**src/rtl/alu_issue.sv**
```systemverilog
// Decode-and-issue sequencer for the single-cycle RV32I ALU: one instruction in flight,
// IDLE -> ISSUE -> WB. Optional LUI support is enabled by defining ALU_ISSUE_LUI_EN.
module alu_issue (
  input  logic        clk,
  input  logic        rst,
  input  logic [31:0] instr,
  input  logic        instr_valid,
  output logic        instr_ready,
  output logic [4:0]  rs1_addr,
  output logic [4:0]  rs2_addr,
  input  logic [31:0] rs1_data,
  input  logic [31:0] rs2_data,
  output logic [31:0] op1,
  output logic [31:0] op2,
  output logic [6:0]  funct7,
  output logic [2:0]  funct3_adder,
  output logic [2:0]  funct3_comp,
  input  logic [31:0] adder_rsv,
  input  logic [31:0] shifter_rsv,
  input  logic [31:0] comparator_rsv,
  output logic        rd_we,
  output logic [4:0]  rd_addr,
  output logic [31:0] rd_wdata,
  output logic        illegal
);

  // state | meaning
  // IDLE  | ready for a new instruction
  // ISSUE | operands on the ALU bus, result captured at end of cycle
  // WB    | write-back strobe (suppressed for rd==x0)
  typedef enum logic [1:0] {IDLE, ISSUE, WB} state_t;

  localparam logic [6:0] OPC_OP    = 7'b0110011;
  localparam logic [6:0] OPC_OPIMM = 7'b0010011;
  localparam logic [6:0] OPC_LUI   = 7'b0110111;
  localparam logic [6:0] F7_ALT    = 7'b0100000;

  state_t      r_state, w_state_nxt;
  logic        r_rst_done;
  logic [31:0] r_op1, r_op2, r_rd_wdata;
  logic [6:0]  r_funct7;
  logic [2:0]  r_funct3;
  logic [4:0]  r_rd_addr;
  logic        r_illegal;

  logic [6:0]  w_opcode, w_f7, w_f7_dec;
  logic [2:0]  w_f3, w_f3_dec;
  logic [31:0] w_op1, w_op2, w_result;
  logic        w_legal, w_hs;

  assign w_opcode = instr[6:0];
  assign w_f3     = instr[14:12];
  assign w_f7     = instr[31:25];
  assign rs1_addr = instr[19:15];
  assign rs2_addr = instr[24:20];
  assign w_hs     = instr_valid && instr_ready;

  always_comb begin
    w_legal  = 1'b0;
    w_op1    = rs1_data;
    w_op2    = rs2_data;
    w_f7_dec = w_f7;
    w_f3_dec = w_f3;
    case (w_opcode)
      OPC_OP: begin
        w_legal = (w_f7 == 7'b0) ||
                  ((w_f7 == F7_ALT) && ((w_f3 == 3'b000) || (w_f3 == 3'b101)));
      end
      OPC_OPIMM: begin
        if ((w_f3 == 3'b001) || (w_f3 == 3'b101)) begin
          w_op2   = {27'b0, instr[24:20]};
          w_legal = (w_f7 == 7'b0) || ((w_f3 == 3'b101) && (w_f7 == F7_ALT));
        end else begin
          // immediate bits [31:25] are not a funct7; keep addi from subtracting
          w_op2    = {{20{instr[31]}}, instr[31:20]};
          w_f7_dec = 7'b0;
          w_legal  = 1'b1;
        end
      end
`ifdef ALU_ISSUE_LUI_EN
      OPC_LUI: begin
        w_op1    = 32'b0;
        w_op2    = {instr[31:12], 12'b0};
        w_f3_dec = 3'b000;
        w_f7_dec = 7'b0;
        w_legal  = 1'b1;
      end
`else
      OPC_LUI: w_legal = 1'b0;
`endif
      default: w_legal = 1'b0;
    endcase
  end

  always_comb begin
    case (r_funct3)
      3'b001, 3'b101: w_result = shifter_rsv;
      3'b010, 3'b011: w_result = comparator_rsv;
      default:        w_result = adder_rsv;
    endcase
  end

  always_ff @(posedge clk or posedge rst) begin
    if (rst) r_state <= IDLE;
    else     r_state <= w_state_nxt;
  end

  always_comb begin
    w_state_nxt = r_state;
    instr_ready = 1'b0;
    rd_we       = 1'b0;
    case (r_state)
      IDLE: begin
        instr_ready = r_rst_done;
        if (w_hs && w_legal) w_state_nxt = ISSUE;
      end
      ISSUE: w_state_nxt = WB;
      WB: begin
        rd_we       = (r_rd_addr != 5'd0);
        w_state_nxt = IDLE;
      end
      default: w_state_nxt = IDLE;
    endcase
  end

  always_ff @(posedge clk or posedge rst) begin
    if (rst) begin
      r_rst_done <= 1'b0;
      r_op1      <= 32'b0;
      r_op2      <= 32'b0;
      r_funct7   <= 7'b0;
      r_funct3   <= 3'b0;
      r_rd_addr  <= 5'b0;
      r_rd_wdata <= 32'b0;
      r_illegal  <= 1'b0;
    end else begin
      r_rst_done <= 1'b1;
      r_illegal  <= w_hs && !w_legal;
      if (w_hs && w_legal) begin
        r_op1     <= w_op1;
        r_op2     <= w_op2;
        r_funct7  <= w_f7_dec;
        r_funct3  <= w_f3_dec;
        r_rd_addr <= instr[11:7];
      end
      if (r_state == ISSUE) r_rd_wdata <= w_result;
    end
  end

  assign op1          = r_op1;
  assign op2          = r_op2;
  assign funct7       = r_funct7;
  assign funct3_adder = r_funct3;
  assign funct3_comp  = r_funct3;
  assign rd_addr      = r_rd_addr;
  assign rd_wdata     = r_rd_wdata;
  assign illegal      = r_illegal;

endmodule

```
**config.mk**
```make
export PLATFORM = sky130hd
export DESIGN_NAME = alu_issue
export DESIGN_NICKNAME = d
export VERILOG_FILES = /design/src/rtl/alu_issue.sv
export SDC_FILE = /design/constraint.sdc
export NUM_CORES = 1
export LEC_CHECK = 0
export BUFFER_PORTS_ARGS = -buffer_cell sky130_fd_sc_hd__buf_4
export CORE_AREA = 2 2 123 125
export CTS_CLUSTER_DIAMETER = 200
export CTS_CLUSTER_SIZE = 16
export DETAILED_ROUTE_END_ITERATION = 7
export DIE_AREA = 0 0 125 127
export GPL_TIMING_DRIVEN = 0
export PLACE_DENSITY = 0.7
export SYNTH_ARGS = -nofsm -noshare
export SYNTH_HDL_FRONTEND = slang
export SYNTH_SLANG_ARGS = --single-unit
```
**constraint.sdc**
```tcl
create_clock -name clk -period 4.7 [get_ports clk]
set_clock_uncertainty 0.2 [all_clocks]
set_input_delay 0.235 -clock clk [delete_from_list [all_inputs] [get_ports clk]]
set_output_delay 0.235 -clock clk [all_outputs]
set_load 0.1 [all_outputs]
```
Word-level counts from Yosys, hierarchy flattened
Index checks and enable logic that the tools add are counted.
Storage, ports and cells
  bits in registers: 115
  input port bits: 195
Cells by class
  eq/ne operators: 12
  muxes and demuxes: 11
  reduce and logical (&&, ||, !) cells: 16
Operators by type and width (count)
  2-to-1 mux 32 bit: 2
  one-hot mux 32 bit (2 select lines): 1
  equality test 7 x 6 -> 1 bit, second input constant: 2
  2-to-1 mux 7 bit: 2
  equality test 7 x 5 -> 1 bit, second input constant: 1
  logical NOT 7 bit: 1
  equality test 3 x 1 -> 1 bit, second input constant: 2
  equality test 3 x 2 -> 1 bit, second input constant: 2
  equality test 3 bit, second input constant: 2
  logical AND 1 bit: 5
  nonzero test 5 bit: 1
  logical OR 1 bit: 4
  one-hot mux 2 bit (2 select lines): 1
  OR reduction 2 bit: 2
  logical NOT 3 bit: 1
  2-to-1 mux 1 bit: 3
  equality test 2 x 1 -> 1 bit, second input constant: 1
  equality test 2 bit, second input constant: 1
  logical NOT 2 bit: 1
  2-to-1 mux 2 bit: 1
  != test 2 bit, second input constant: 1
  one-hot mux 1 bit (2 select lines): 1
  logical NOT 1 bit: 1

Depth between registers and ports, before layout
  depth in word-level cells: 8
  depth in mapped cells: 6

Worst setup path after synthesis
Ideal clock, no wire load.
  path type: register -> output
  start point: reg r_rd_addr[0] (netlist: rd_addr[0])
  end point: out rd_we
  arrival: 3421 ps
  data required time: 4265 ps
  path slack: 844 ps
  stages on the path, launching flop included: 4
  path buffers: 0
  cells stage by stage: dfrtp_1 or4_1 nor2_1 nor3b_1
On the way
  word-level cells in the longest chain between the ends: 2
Ends and longest elaborated chain
  start, declared: line 43  | logic [4:0] r_rd_addr;
  start signal, assigned: line 144  | r_rd_addr <= instr[11:7];
  nonzero test 5 bit: line 119  | rd_we = (r_rd_addr != 5'd0);
  2-to-1 mux 1 bit: line 112  | case (r_state)
  end, declared: line 21  | output logic rd_we,
Every way passes these cells.

Worst setup path after layout
  start point: reg r_funct3[1] (netlist: funct3_adder[1])
  end point: reg r_rd_wdata[22] (netlist: rd_wdata[22])
On the way
  word-level cells in the longest chain between the ends: 3
Ends and longest elaborated chain
  start, declared: line 42  | logic [2:0] r_funct3;
  start signal, assigned: line 143  | r_funct3 <= w_f3_dec;
  equality test 3 x 2 -> 1 bit (tied with other cells): line 96  | case (r_funct3)
  OR reduction 2 bit: line 96
  one-hot mux 32 bit (2 select lines) (*): line 96
  end signal, assigned: line 146  | if (r_state == ISSUE) r_rd_wdata <= w_result;
  end, declared: line 40  | logic [31:0] r_op1, r_op2, r_rd_wdata;
Every way passes the cells marked *; elsewhere a longest branch is shown, timed or not.
A chain may end at the register's enable or synchronous reset.

==> results.cfg <==
[detailed_routing]
ant_nets = 0
routed_wl_um = 19300
drt_iter0_drc = 255
via_per_inst = 4.91
wl_per_cell_um = 17.8
vias = 5331
dr.pass1.iters = 4
drc = 0

[synthesis]
synthFlopType = dfrtp_1
synth-seq-cells = 115
synth_top_area_cell = dfrtp_1
synth_nets = 660
synthArstFlopShare_pct = 100
yosys_warnings = 0
synthCells = 465
seq_area_frac_synth_pct = 53.0
netlist-cell-type-count = 35
synthesis.area_um2 = 5430
synthTopCellsByArea = dfrtp_1 (53%), mux2_2 (13%), a22o_1 (5.2%)
avgSynthCellArea_um2 = 11.7
synth_edf_count = 0
yosysTopAreaCellShare_pct = 53.0

[sta]
drv_slew = 0
worst_pin_slew_ps = 699
rsz0062_at_grt = no
period_share_pct = 56.5
fmax_mhz = 377
period_minus_slack_ps = 2650
hold_violations = 0
finalSetupViolCount = 0
setup_ws_ps = 2050
relSlewSlack_pct = 53.4

[setup_path]
cp.required_ps = 4820
cp_max_fo = 10
worstPathArrival_ps = 2780
worstSetupPathType = reg -> reg
setup.worst_path.start = funct3_adder[1]$_DFFE_PP0P_
critPathCaptureType = flip-flop
rrSetupSlack_ps = 2050
rr_startpoint = funct3_adder[1]$_DFFE_PP0P_
crit_path_start_kind = flip-flop

[cts]
cts_buffers = 17
clock_sinks = 115
cts_root_buf = clkbuf_16
h-tree-depth = 4
clock_path_buffers = 2
post_cts_buffers = 0
cts_tree = built
clk_latency_ps = 410
clkTransAtPathRegs_ps = 50

[floorplan]
core_area_um2 = 14400
die_h_um = 127
io_pins = 322
rows = 44
fp.dieArea_um2 = 15900
start_util_pct = 37.6
die_x_um = 125

[layout]
final_util_pct = 66.4
finish.instance_area_um2 = 9580
final_layout_size_suffix_gt1_share_pct = 49.9
antennaDiodeCount = 0
syn_to_final_growth_pct = 76.5
final_cell_count_no_fill = 1085
layout.nets = 1083

[global_route]
gr-usage-all-layers_pct = 24.0
grt_pass1_vias = 5800
grt_pass1_wl_um = 29800
grt-ovfl-total = 0
antenna_found_initial = 0
grt_max_degree = 68

[placement]
place_congestion = 0.856
dp.cells = 966
dp_slack_ps = 2100
placedInstanceArea_um2 = 8060
portBuffers = 316
hpwl_um = 14100

[run]
drv_cap = 0

[power_and_ir_drop]
ir_worst_vdd_mv = 0.194
p_leak_nw = 5.05
power_density_nw_per_um2 = 336
finalPower_mw = 3.22

[hold_path]
hold_class = in -> reg
worstHoldStart = comparator_rsv[14]

[outcome]
outcome = completed
where the power goes:
part           total [mW]  switching, mW  internal [mW]
logic               0.748          0.478          0.270
registers            1.05         0.0237           1.03
clock network        1.42          0.462          0.954
total                3.22          0.963           2.25
metrics by stage:
stage	hold slack (ps)	TNS, ps
floorplan	159	0
global placement	267	-6470
detailed placement	187	0
CTS	0.273	0
global route	22.4	0
finish	16.4	0
path summary, 6_finish.rpt:
path | depth (start not counted) | to
setup / recovery | 7 | rd_wdata[22]$_DFFE_PP0N_
min in group asynchronous | 3 | rd_wdata[14]$_DFFE_PP0N_
setup reg to reg | 7 | rd_wdata[22]$_DFFE_PP0N_
max in group asynchronous | 4 | op2[10]$_DFFE_PP0P_
hold / removal | 4 | rd_wdata[14]$_DFFE_PP0N_
hold reg to reg | 2 | rd_wdata[11]$_DFFE_PP0N_
layer usage:
layer	part of all wire [%]	routed length [um]	global-route usage, %	up-vias
met2	52	10000	44.0	267
met4	2.7	514	9.28	0
met3	8.1	1560	7.37	40
li1	-	-	-	2461
met1	37	7230	25.9	2563
met5	0	0	0	-
cells in the final DEF, fill, tap and decap left out, drive strengths merged, types with 5 or more instances in the layout:
cell	Yosys	routed
o21ai	32	32
nand2	39	39
mux2i	27	27
clkbuf	23	42
a21oi	34	34
dlygate4sd3	0	87
and2	6	6
mux2	77	77
dfrtp	115	115
buf	22	339
bufinv	0	5
a22o	32	32
inv	30	31
clkinv	0	5
logic make-up (layout without fill, tap and decap cells):
logic type | after synthesis | in the layout | synth area share, %
multiplexers | 104 | 104 | 21.8
other | 1 | 1 | 0.0691
AO/OA/AOI/OAI | 103 | 103 | 12.1
buffers and inverters | 75 | 511 | 6.64
flip-flops | 115 | 115 | 53.0
AND/OR/NAND/NOR | 67 | 67 | 6.36
timing repair:
item	CTS	global route
resized for setup	0	0
hold buffers	87	0
endpoints found under the hold margin	126	0
state kept, by name (all words and copies together) (netlist names):
signal,flops
illegal,1
funct3_adder,3
r_state,2
r_rst_done,1
rd_addr,5
op1,32
rd_wdata,32
op2,32
funct7,7
Yosys cell counts, types with 2 or more instances:
master and n:
clkbuf_1 23, mux2i_1 27, mux2_1 2, nor3b_1 2
buf_6 3, dfrtp_1 115, inv_1 30, buf_2 6
o21ai_0 32, nand2_1 39, a21oi_1 34, nand2b_1 3
mux2_4 12, a22o_1 32, mux2_2 63, nor2_1 3
nor2b_1 4, and2_1 6, buf_4 13
final cells by class:
cell class / instances / area, um^2
Timing Repair Buffer: 404 / 3270
Fill cell: 1108 / 4840
Tap cell: 184 / 230
Multi-Input combinational cell: 275 / 2190
Inverter: 30 / 115
Clock inverter: 13 / 206
Clock buffer: 19 / 443
Sequential cell: 115 / 2880
Buffer: 45 / 248
worst max-delay path, cell delays in order, from the launching register on:
cell and delay, ps:
dfrtp_1 430, nor2b_1 160, clkbuf_1 190, nor2_1 300, clkbuf_1 420, a21oi_1 150, dlygate4sd3_1 570, o21ai_0 150
Power figures use the tool's default switching activity.
